$ cat src/rtl/uart8_transmitter.sv
// ---------------------------------------------------------------------------
// uart8_transmitter
//
// 8N1/8N2 UART transmitter (optionally 8E1/8E2) with a one-byte holding
// register, so a second byte can be queued while a frame is on the line.
// When a byte is queued, its frame follows the previous one with no idle
// cycles in between.
//
// Optional feature macro:
//   UART8_TX_PARITY_EN  - when defined, inserts an even-parity bit between
//                         the last data bit and the stop bit(s).
//
// Parameters:
//   CLKS_PER_BIT - clk cycles per serial bit (16x oversample clock)
//   STOP_BITS    - stop bits per frame, 1 or 2
//
// Ports:
//   clk   in   single clock, all logic on posedge
//   rst   in   synchronous active-high reset (priority over en and start)
//   en    in   enable; low aborts any frame and forces idle
//   start in   request to send 'in'; accepted when start && ready
//   in    in   [7:0] byte to transmit
//   out   out  serial tx line, idle high
//   ready out  holding register empty; a byte can be accepted
//   busy  out  a frame is on the line (start bit through last stop bit)
//   done  out  one-cycle pulse during the last stop-bit cycle
//   err   out  one-cycle pulse after start was asserted while ready was low
// ---------------------------------------------------------------------------
module uart8_transmitter #(
  parameter int CLKS_PER_BIT = 16,
  parameter int STOP_BITS    = 1
) (
  input  logic       clk,
  input  logic       rst,
  input  logic       en,
  input  logic       start,
  input  logic [7:0] in,
  output logic       out,
  output logic       ready,
  output logic       busy,
  output logic       done,
  output logic       err
);

  // Bit-period counter width; guard against a degenerate 1-cycle bit.
  localparam int CNT_W = (CLKS_PER_BIT > 1) ? $clog2(CLKS_PER_BIT) : 1;
  localparam logic [CNT_W-1:0] CNT_LAST  = CNT_W'(CLKS_PER_BIT - 1);
  localparam logic             STOP_LAST = 1'(STOP_BITS - 1);

  typedef enum logic [2:0] {
    IDLE       = 3'd0,
    START_BIT  = 3'd1,
    DATA_BITS  = 3'd2,
`ifdef UART8_TX_PARITY_EN
    PARITY_BIT = 3'd3,
`endif
    STOP_BIT   = 3'd4
  } state_t;

  state_t           state_reg, state_next;
  logic [CNT_W-1:0] cnt_reg, cnt_next;          // cycle within current bit
  logic [2:0]       idx_reg, idx_next;          // data bit index, LSB first
  logic             stop_idx_reg, stop_idx_next;
  logic [7:0]       hold_reg, hold_next;        // holding register
  logic             hold_full_reg, hold_full_next;
  logic [7:0]       shift_reg, shift_next;      // byte currently on the line
  logic             out_reg, out_next;
  logic             busy_reg, busy_next;
  logic             done_reg, done_next;
  logic             err_reg, err_next;

  logic bit_last;
  logic stop_last;

  assign bit_last  = (cnt_reg == CNT_LAST);
  assign stop_last = (stop_idx_reg == STOP_LAST);

  // -------------------------------------------------------------------------
  // State register
  // -------------------------------------------------------------------------
  always_ff @(posedge clk) begin
    if (rst) begin
      state_reg     <= IDLE;
      cnt_reg       <= '0;
      idx_reg       <= '0;
      stop_idx_reg  <= 1'b0;
      hold_reg      <= '0;
      hold_full_reg <= 1'b0;
      shift_reg     <= '0;
      out_reg       <= 1'b1;
      busy_reg      <= 1'b0;
      done_reg      <= 1'b0;
      err_reg       <= 1'b0;
    end else begin
      state_reg     <= state_next;
      cnt_reg       <= cnt_next;
      idx_reg       <= idx_next;
      stop_idx_reg  <= stop_idx_next;
      hold_reg      <= hold_next;
      hold_full_reg <= hold_full_next;
      shift_reg     <= shift_next;
      out_reg       <= out_next;
      busy_reg      <= busy_next;
      done_reg      <= done_next;
      err_reg       <= err_next;
    end
  end

  // -------------------------------------------------------------------------
  // Next-state and datapath logic
  // -------------------------------------------------------------------------
  always_comb begin
    state_next     = state_reg;
    cnt_next       = cnt_reg;
    idx_next       = idx_reg;
    stop_idx_next  = stop_idx_reg;
    hold_next      = hold_reg;
    hold_full_next = hold_full_reg;
    shift_next     = shift_reg;
    err_next       = 1'b0;

    if (!en) begin
      // Abort everything: idle line, empty holding register, counters cleared.
      state_next     = IDLE;
      cnt_next       = '0;
      idx_next       = '0;
      stop_idx_next  = 1'b0;
      hold_next      = '0;
      hold_full_next = 1'b0;
    end else begin
      // Host side: accept only against the registered ready of this cycle,
      // so a start coinciding with the hand-off to the shifter is rejected.
      if (start) begin
        if (!hold_full_reg) begin
          hold_next      = in;
          hold_full_next = 1'b1;
        end else begin
          err_next = 1'b1;
        end
      end

      if (state_reg != IDLE) begin
        cnt_next = bit_last ? '0 : cnt_reg + CNT_W'(1);
      end

      case (state_reg)
        IDLE: begin
          if (hold_full_reg) begin
            shift_next     = hold_reg;
            hold_full_next = 1'b0;
            cnt_next       = '0;
            state_next     = START_BIT;
          end
        end

        START_BIT: begin
          if (bit_last) begin
            idx_next   = 3'd0;
            state_next = DATA_BITS;
          end
        end

        DATA_BITS: begin
          if (bit_last) begin
            // Index wraps 7->0 naturally as the last data bit completes.
            idx_next = idx_reg + 3'd1;
            if (idx_reg == 3'd7) begin
              stop_idx_next = 1'b0;
`ifdef UART8_TX_PARITY_EN
              state_next    = PARITY_BIT;
`else
              state_next    = STOP_BIT;
`endif
            end
          end
        end

`ifdef UART8_TX_PARITY_EN
        PARITY_BIT: begin
          if (bit_last) begin
            stop_idx_next = 1'b0;
            state_next    = STOP_BIT;
          end
        end
`endif

        STOP_BIT: begin
          if (bit_last) begin
            if (stop_last) begin
              stop_idx_next = 1'b0;
              if (hold_full_reg) begin
                // Back-to-back: next start bit immediately, no idle cycle.
                shift_next     = hold_reg;
                hold_full_next = 1'b0;
                state_next     = START_BIT;
              end else begin
                state_next = IDLE;
              end
            end else begin
              stop_idx_next = stop_idx_reg + 1'b1;
            end
          end
        end

        default: begin
          state_next = IDLE;
        end
      endcase
    end
  end

  // -------------------------------------------------------------------------
  // Registered outputs, decoded from the next state so the line and status
  // flags change on the same edge as the state and are glitch-free.
  // -------------------------------------------------------------------------
  always_comb begin
    out_next  = 1'b1;
    busy_next = (state_next != IDLE);
    done_next = (state_next == STOP_BIT) && (cnt_next == CNT_LAST) &&
                (stop_idx_next == STOP_LAST);
    case (state_next)
      START_BIT:  out_next = 1'b0;
      DATA_BITS:  out_next = shift_next[idx_next];
`ifdef UART8_TX_PARITY_EN
      PARITY_BIT: out_next = ^shift_next;   // even parity
`endif
      default:    out_next = 1'b1;
    endcase
  end

  assign out   = out_reg;
  assign busy  = busy_reg;
  assign done  = done_reg;
  assign err   = err_reg;
  assign ready = ~hold_full_reg;

endmodule

$ cat config.mk
export PLATFORM = sky130hd
export DESIGN_NAME = uart8_transmitter
export DESIGN_NICKNAME = d
export VERILOG_FILES = /design/src/rtl/uart8_transmitter.sv
export SDC_FILE = /design/constraint.sdc
export NUM_CORES = 1
export LEC_CHECK = 0
export BUFFER_PORTS_ARGS = -buffer_cell sky130_fd_sc_hd__clkbuf_2
export CORE_MARGIN = 5
export CORE_UTILIZATION = 50
export CTS_BUF_LIST = sky130_fd_sc_hd__clkbuf_4 sky130_fd_sc_hd__clkbuf_8
export CTS_CLUSTER_DIAMETER = 150
export CTS_CLUSTER_SIZE = 16
export DETAILED_ROUTE_END_ITERATION = 8
export MAX_ROUTING_LAYER = met4
export PLACE_DENSITY_LB_ADDON = 0.05
export SLEW_MARGIN = 20
export SYNTH_ARGS = -nofsm -noshare
export SYNTH_HDL_FRONTEND = slang
export SYNTH_SLANG_ARGS = --single-unit
$ cat constraint.sdc
create_clock -name clk -period 4.65 [get_ports clk]
set_input_delay 0.465 -clock clk [delete_from_list [all_inputs] [get_ports clk]]
set_output_delay 0.465 -clock clk [all_outputs]
set_load 0.01 [all_outputs]
# Word level (Yosys, flattened, before mapping)
# Index checks and enable logic that the tools add are counted.
dict set report word_totals {
  memories 0
  latch_bits 0
  reg_bits 32
  mem_bits_ro 0
  ram_bits 0
  output_inout_bits 5
  in_bits 12
  word_cells 74
}
dict set report classes {
  muxes 38
  n_reduce_logical 8
  shifts 0
  bitwise 4
  magnitude_cmp 1
  mul 0
  n_div 0
  eq_ne 9
  add_sub_neg 3
}
# operator n
set op_table {}
lappend op_table {{8-bit two-way mux} 4}
lappend op_table {{3-bit two-way mux} 10}
lappend op_table {{4-bit two-way mux} 5}
lappend op_table {{8-bit one-hot mux with 2 select lines} 1}
lappend op_table {{1-bit two-way mux} 12}
lappend op_table {{3-bit one-hot mux with 4 select lines} 1}
lappend op_table {{3-bit == test (second input constant)} 3}
lappend op_table {{4-bit == test (second input constant)} 2}
lappend op_table {{3-bit by 1-bit == test with 1-bit output (second input constant)} 2}
lappend op_table {{3-bit by 2-bit == test with 1-bit output (second input constant)} 2}
lappend op_table {{1-bit one-hot mux with 2 select lines} 3}
lappend op_table {{3-bit one-hot mux with 2 select lines} 1}
lappend op_table {{3-bit nonzero test} 2}
lappend op_table {{4-bit by 1-bit adder with 4-bit output (second input constant)} 1}
lappend op_table {{3-bit by 4-bit < comparator with 1-bit output (second input constant)} 1}
lappend op_table {{1-bit inverter} 4}
lappend op_table {{3-bit by 1-bit adder with 3-bit output (second input constant)} 1}
lappend op_table {{1-bit binary-select mux with 3-bit select} 1}
lappend op_table {{3-bit logical NOT} 1}
lappend op_table {{3-bit OR reduction} 1}
lappend op_table {{1-bit logical AND} 2}
lappend op_table {{2-bit AND reduction} 1}
lappend op_table {{2-bit OR reduction} 1}
lappend op_table {{1-bit adder (second input constant)} 1}

# Logic depth before layout (Yosys ltp)
# Gate-level depths: netlist (run 1).
dict set report depth {
  ltp_word 9
  ltp_mapped 10
  mapped_depth_nobuf 10
}

# Worst setup path before layout (run 1)
# No wires, ideal clock.
dict set report synth_timing {
  path_kind {reg2reg}
  from {reg cnt_reg[0]}
  to {reg out_reg (netlist: out)}
  arrival_time_ns 2.206
  path_stages_with_launch 11
  slack_ns 2.314
  period_less_slack_ns 2.336
  required_ns 4.521
  setup_time_ns 0.129
  n_path_buf 0
  cell_sequence {dfxtp_1 ha_1 and3_1 inv_2 ha_1 or3b_1 a21oi_1 o21ai_1 nor3b_1 a22oi_1 o211ai_2}
}
dict set report synth_via {
  elab_chain_len 7
  elab_cells_between_ends 18
  cone_classes {eq/ne: 3; mux: 15}
}
# element line_no
set synth_lines {}
lappend synth_lines {{from (decl)} 61} ;# logic [CNT_W-1:0] cnt_reg, cnt_next;
lappend synth_lines {{from (signal assigned)} 96} ;# cnt_reg <= cnt_next;
lappend synth_lines {{4-bit == test *} 75} ;# assign bit_last = (cnt_reg == CNT_LAST);
lappend synth_lines {{8-bit two-way mux (tied with other cells)} 188} ;# if (bit_last) begin
lappend synth_lines {{8-bit one-hot mux with 2 select lines / 3-bit one-hot mux with 2 select lines (equally long branches)} 146} ;# case (state_reg)
lappend synth_lines {{8-bit two-way mux / 3-bit two-way mux (equally long branches)} 122} ;# if (!en) begin
lappend synth_lines {{1-bit binary-select mux with 3-bit select} 223} ;# DATA_BITS: out_next = shift_next[idx_next];
lappend synth_lines {{1-bit two-way mux (implied by the code)} 223}
lappend synth_lines {{1-bit one-hot mux with 2 select lines *} 221} ;# case (state_next)
lappend synth_lines {{to (signal assigned)} 102} ;# out_reg <= out_next;
lappend synth_lines {{to (decl)} 67} ;# logic out_reg, out_next;
# Mark *: on every way between the ends. The rest lies on a longest branch, timed or not. The select of a mux whose other input is x is not followed.
# A chain may end at the register's enable or synchronous reset.

# Worst setup path after layout (run 1)
# Ends and elaborated chain as after synthesis.

==> reports/summary.txt, run 1 <==
register bit count reported by yosys: 32
synthesized cell area: 1510 µm²
FF-to-FF End: out$_SDFF_PP1_
Max IR drop VDD: 222 µV
DRC viols: 0
CTS Buffer Depth: 2
routed vias/inst: 5.63
Max Fclk: 377 MHz
initial core utilization: 50.7%
# rows: 20
syn_area_per_cell: 9.21 µm²
RR Startpoint: cnt_reg[0]$_SDFF_PP0_
status: complete, no violations
clock sinks: 32
routed wire length: 3.10 mm
pwr dens: 311 nW/µm²
clock buffer count from CTS: 5
Area Growth Syn to Fin: 11.5%
die extent in x: 65.0 µm
Root Buffer: clkbuf_4
Crit Path Class: reg -> reg
DR iter-0 viols: 133
sequential area share after synthesis: 42.4%
asr flop ratio synth: 0%
Mapped Nets: 180
Hold Buf Count CTS: 0
worst-margin pin slew: 0.982 ns
hold_sp: start
first-pass GRT wire length: 5.59 mm
HPWL Detailed: 2.25 mm
Post-synth top flop: dfxtp_1
Final Util: 56.6%
CP required: 4.87 ns
Setup TNS Final: 0 ns
vias post-DR: 1205
vias in the first global route: 1219
Tightest Hold Check Type: in -> reg
# IOs: 17
R2R depth: 10
Worst Skew: 0.00352 ns
layout cells sized above 1: 18.8%
post-route antenna net violation count: 0
hold path cells: 3
H-tree levels: 2
synth unique cells: 41
commonest cells after routing, fill and taps aside: nor2_1 (32), dfxtp_1 (32), mux2i_1 (21), clkbuf_2 (16), nand2_1 (8)
Setup crit end kind: flop
First-pass DRT Iterations: 4
max-slew violations: 0
Post-synth EDFFs: 0
initial antenna violation count: 0
Reg2Reg Setup Slack: 2.00 ns
number of synthesis warnings: 0
leakage power total: 0.707 nW
PostCTS Resize Cnt: 0
Worst-path clk slew: 0.10 ns
antenna cells: 0
CTS tree: done
die height: 65.0 µm
gr ovfl total: 0
max cap viols: 0
largest net degree at the start of global routing: 17
Post-CTS Setup Bufs: 0
Hold EP: err$_SDFF_PP0_
core box area: 2980 µm²
Hold Vio Cnt, Final: 0
unrepaired setup endpoints after global routing: no
fill count: 268
WL/cell: 14.5 µm
worst skew pair latency: 0.33 ns
critical path arrival: 2.87 ns
post-route minimum period: 2.65 ns
Period Utilization, post-route: 57.0%
CP Max Fanout: 7
die area: 4220 µm²
CP startpoint kind: flop
Final Net Count: 196
max_slew headroom: 34.4%
gr usage total: 17.8%
post-synthesis cell count: 164
GP Congestion: 0.831
Final Setup Violations: 0
port bufs: 16
-- report_power, final --
group	switching (mW)	total (mW)	internal, mW
sequential	0.00275	0.280	0.278
clock	0.0942	0.213	0.118
combinational	0.0181	0.0311	0.0130
total	0.115	0.524	0.409
-- metal layers --
metal	wire length (µm)	vias up	global-route usage, %
li1	-	616	-
met1	1440	552	21.1
met2	1460	28	28.5
met3	135	9	5.20
met4	56	0	6.33
met5	0	-	-
-- cells in the mapped netlist (all sizes together) (2+ instances only) --
| library cell | n | area share (%) |
|---|---|---|
| nand2b | 4 | 1.7 |
| inv | 4 | 0.99 |
| dfxtp | 32 | 42 |
| nor2 | 32 | 8.0 |
| a31oi | 3 | 1.2 |
| a21oi | 6 | 2.0 |
| mux2i | 21 | 14 |
| ha | 4 | 3.3 |
| or3 | 2 | 1.2 |
| a22oi | 2 | 0.99 |
| and3 | 2 | 0.83 |
| nand3b | 2 | 0.99 |
| nand2 | 8 | 2.0 |
| clkbuf | 6 | 1.5 |
| nor3 | 6 | 2.0 |
| nand3 | 3 | 0.99 |
| o21ai | 4 | 1.3 |
| nor2b | 3 | 1.2 |
-- per-stage QoR --
| stage | setup slack [ns] | area [µm²] | hold WS, ns | total power, mW | cells |
|---|---|---|---|---|---|
| final | 2.00 | 1680 | 0.354 | 0.524 | 214 |
| after CTS | 2.02 | 1680 | 0.341 | 0.532 | 214 |
| after global placement | 2.19 | 1600 | 0.457 | 0.317 | 206 |
| after global routing | 1.81 | 1680 | 0.347 | 0.550 | 214 |
| after floorplan | 2.31 | 1510 | 0.448 | 0.308 | 164 |
| after detailed placement | 2.02 | 1600 | 0.474 | 0.318 | 206 |
-- area by class of cell --
class                      count  area, µm²  area share [%]
tap                           33       41.3            2.45
timing repair buffer          16       80.1            4.75
clock buffer                   6       45.0            2.67
multi-input combinational    121        827            49.1
clock inverter                 2       35.0            2.08
inverter                       4       15.0           0.892
sequential                    32        641            38.0
-- how the worst max path moves through the flow --
stage,end,depth (start not counted),startpoint
floorplan,out$_SDFF_PP1_,10,cnt_reg[0]$_SDFF_PP0_
global placement,out$_SDFF_PP1_,10,cnt_reg[0]$_SDFF_PP0_
detailed placement,out$_SDFF_PP1_,10,cnt_reg[0]$_SDFF_PP0_
CTS,out$_SDFF_PP1_,10,cnt_reg[0]$_SDFF_PP0_
global route,out$_SDFF_PP1_,10,cnt_reg[0]$_SDFF_PP0_
finish,out$_SDFF_PP1_,10,cnt_reg[0]$_SDFF_PP0_
-- kinds of logic (layout without fill, tap and decap cells) --
family | after synthesis | count (layout) | synth area share [%]
buffers and inverters | 11 | 28 | 2.82
muxes | 22 | 22 | 14.7
and+or+nand+nor | 68 | 68 | 22.3
DFF | 32 | 32 | 42.4
adders and majority gates | 4 | 4 | 3.31
AOI/OAI and AO/OA | 27 | 27 | 14.5
-- critical path, cell delays in order, from the launching register on --
cell and delay (ns):
dfxtp_1 0.40, ha_1 0.25, and3_1 0.29, inv_2 0.10, ha_1 0.28, or3b_1 0.35
a21oi_1 0.18, o21ai_1 0.18, nor3b_1 0.20, a22oi_1 0.21, o211ai_2 0.10
No activity file was read; power rests on OpenSTA's default activity.
==> inputs of run 2 (changes only) <==
- clock period: 4.65 -> 2.34 ns (I/O delays scaled with it)
==> run 2 against run 1 <==
Effect of this change:
- first-iteration DRC count fell by 41%
- sequential cell count is the same
- power up 84%
- clock-buffer cell count up 1
- cell count increased by 5.6%
- routed wire length up 3.3%
- clock skew is 0.0044 ns higher
- register-to-register slack lost 1.9 ns
- sequential share of layout area is 2.8 points lower
- critical path type unchanged
==> reports/summary.txt, run 2 (synthesized netlist as in run 1, its figures left out) <==
Hold Buf Count CTS: 0 (unchanged)
Most common cell on crit path: ha_4
status: complete, no violations
RR Startpoint: cnt_reg[1]$_SDFF_PP0_
GP Congestion: 0.842 (+1.2%)
DR iter-0 viols: 78 (-41%)
Worst-path clk slew: 0.10 ns (about the same)
worst setup path startpoint: cnt_reg[1]$_SDFF_PP0_
Sw Ratio: 23.3% (+1.3 points)
sequential fraction of design power: 57.4% (+3.9 points)
CP Max Fanout: 4 (-3)
Period Utilization, post-route: 94.5% (+37 points)
Area Growth Syn to Fin: 21.4%
layout cells sized above 1: 28.5% (+9.7 points)
HPWL Detailed: 2.31 mm (+2.9%)
commonest cells after routing, fill and taps aside: nor2_1 (32), dfxtp_1 (30), mux2i_1 (21), clkbuf_2 (16), buf_4 (11)
die extent in x: 65.0 µm (unchanged)
unrepaired setup endpoints after global routing: no
antenna cells: 0 (unchanged)
Max IR drop VDD: 401 µV (+81%)
CTS tree: done
die area: 4220 µm² (unchanged)
Max Fclk: 452 MHz (+20%)
max-slew violations: 0 (unchanged)
vias in the first global route: 1245 (+2.1%)
CP Cell Sequence: ha_4, and3_4, inv_2, ha_4, or3b_1, a21oi_2, o21ai_4, nor3b_2, a22oi_2, o211ai_2
Crit Path Class: reg -> reg
leakage power total: 0.762 nW (+7.8%)
H-tree levels: 2 (unchanged)
CP required: 2.55 ns (-2.32 ns)
initial antenna violation count: 0 (unchanged)
Root Buffer: clkbuf_4
vias post-DR: 1264 (+4.9%)
post-route cell area: 1830 µm² (+8.8%)
post-route minimum period: 2.21 ns (-0.441 ns)
# rows: 20 (unchanged)
Final Net Count: 208 (+6.1%)
max_slew headroom: 61.8% (+27 points)
Worst Skew: 0.00791 ns (+0.00439 ns)
die height: 65.0 µm (unchanged)
First-pass DRT Iterations: 4 (unchanged)
WL/cell: 14.2 µm (-2.2%)
routed vias/inst: 5.59 (-0.67%)
Critical Path Max Stage Delay: 0.38 ns (-0.02 ns)
clock group share of total power: 35.2% (-5.4 points)
largest net degree at the start of global routing: 17 (unchanged)
CTS Buffer Depth: 2 (unchanged)
clock buffer count from CTS: 5 (unchanged)
gr usage total: 17.2% (-0.52 points)
hold_sp: start
CP startpoint kind: flop
Tightest Hold Check Type: in -> reg
Pint: 741 µW (+81%)
clock sinks: 32 (unchanged)
initial core utilization: 50.7% (unchanged)
worst skew pair latency: 0.33 ns (about the same)
post-layout power: 966 µW (+84%)
Setup TNS Final: 0 ns (unchanged)
critical path arrival: 2.42 ns (-0.45 ns)
core box area: 2980 µm² (unchanged)
Setup crit end kind: flop
gr ovfl total: 0 (unchanged)
DP Area: 1700 µm² (+5.9%)
most common cell after layout, fill and taps aside: nor2_1
total net switching power: 225 µW (+96%)
routed wire length: 3.20 mm (+3.3%)
Final Setup Violations: 0 (unchanged)
critical path's slowest cell: or3b_1
port bufs: 16 (unchanged)
post-route antenna net violation count: 0 (unchanged)
max cap viols: 0 (unchanged)
worst-margin pin slew: 0.569 ns (-0.413 ns)
Hold Vio Cnt, Final: 0 (unchanged)
Comb power frac: 7.4% (+1.5 points)
pwr dens: 527 nW/µm² (+69%)
# IOs: 17 (unchanged)
DRC viols: 0 (unchanged)
first-pass GRT wire length: 5.52 mm (-1.2%)
-- run 2: per-layer routing --
metal | routed length, µm | vias to the layer above | GRT usage, %
met5 | 0 | - | -
met4 | 38 | 0 | 6.07
met3 | 92 | 5 | 4.68
met2 | 1560 | 19 | 29.0
met1 | 1510 | 595 | 19.7
li1 | - | 645 | -
-- run 2: layout make-up --
class,instances,area (µm²)
Tap cell,33,41.3
Fill cell,261,1140
Clock inverter,1,7.51
Timing Repair Buffer,28,183
Multi-Input combinational cell,121,882
Clock buffer,7,58.8
Sequential cell,32,646
Inverter,4,15.0
-- run 2: repair_timing --
action                                  CTS  global route
hold endpoints to repair                  0             0
gates resized for setup                   1            11
setup buffers                             0             1
endpoints found under the setup margin    1             1
pin swaps                                 0             7
-- run 2: worst paths after layout --
path | endpoint | slack [ns] | cells past startpoint
hold / removal | err$_SDFF_PP0_ | 0.13 | 3
setup / recovery | out$_SDFF_PP1_ | 0.13 | 10
setup reg to reg | out$_SDFF_PP1_ | 0.13 | 10
hold reg to reg | err$_SDFF_PP0_ | 0.48 | 2
-- run 2: metrics by stage --
stage          utilization, %  hold WS (ns)  setup slack (ns)  std cells
2_1_floorplan               -         0.303           0.00443        164
3_3_place_gp             57.1         0.457             0.117        217
3_5_place_dp             57.1         0.463          0.000278        217
4_1_cts                  59.4         0.107            0.0144        225
5_1_grt                  61.6         0.130            0.0202        226
6_report                 61.6         0.128             0.129        226
-- run 2: critical path, delay by kind of cell, from the launching register on --
family | cells | cell delay [ns]
adders and majority gates | 2 | 0.35
buffers and inverters | 1 | 0.07
AOI/OAI and AO/OA | 4 | 0.57
DFF | 1 | 0.37
and+or+nand+nor | 3 | 0.74
-- run 2: power by group through the flow --
stage               Clock, mW  Combinational [mW]  Sequential [mW]
floorplan                   0              0.0428            0.569
global placement            0              0.0694            0.568
detailed placement          0              0.0705            0.569
CTS                     0.359              0.0711            0.556
global route            0.388              0.0790            0.556
finish                  0.340              0.0712            0.555
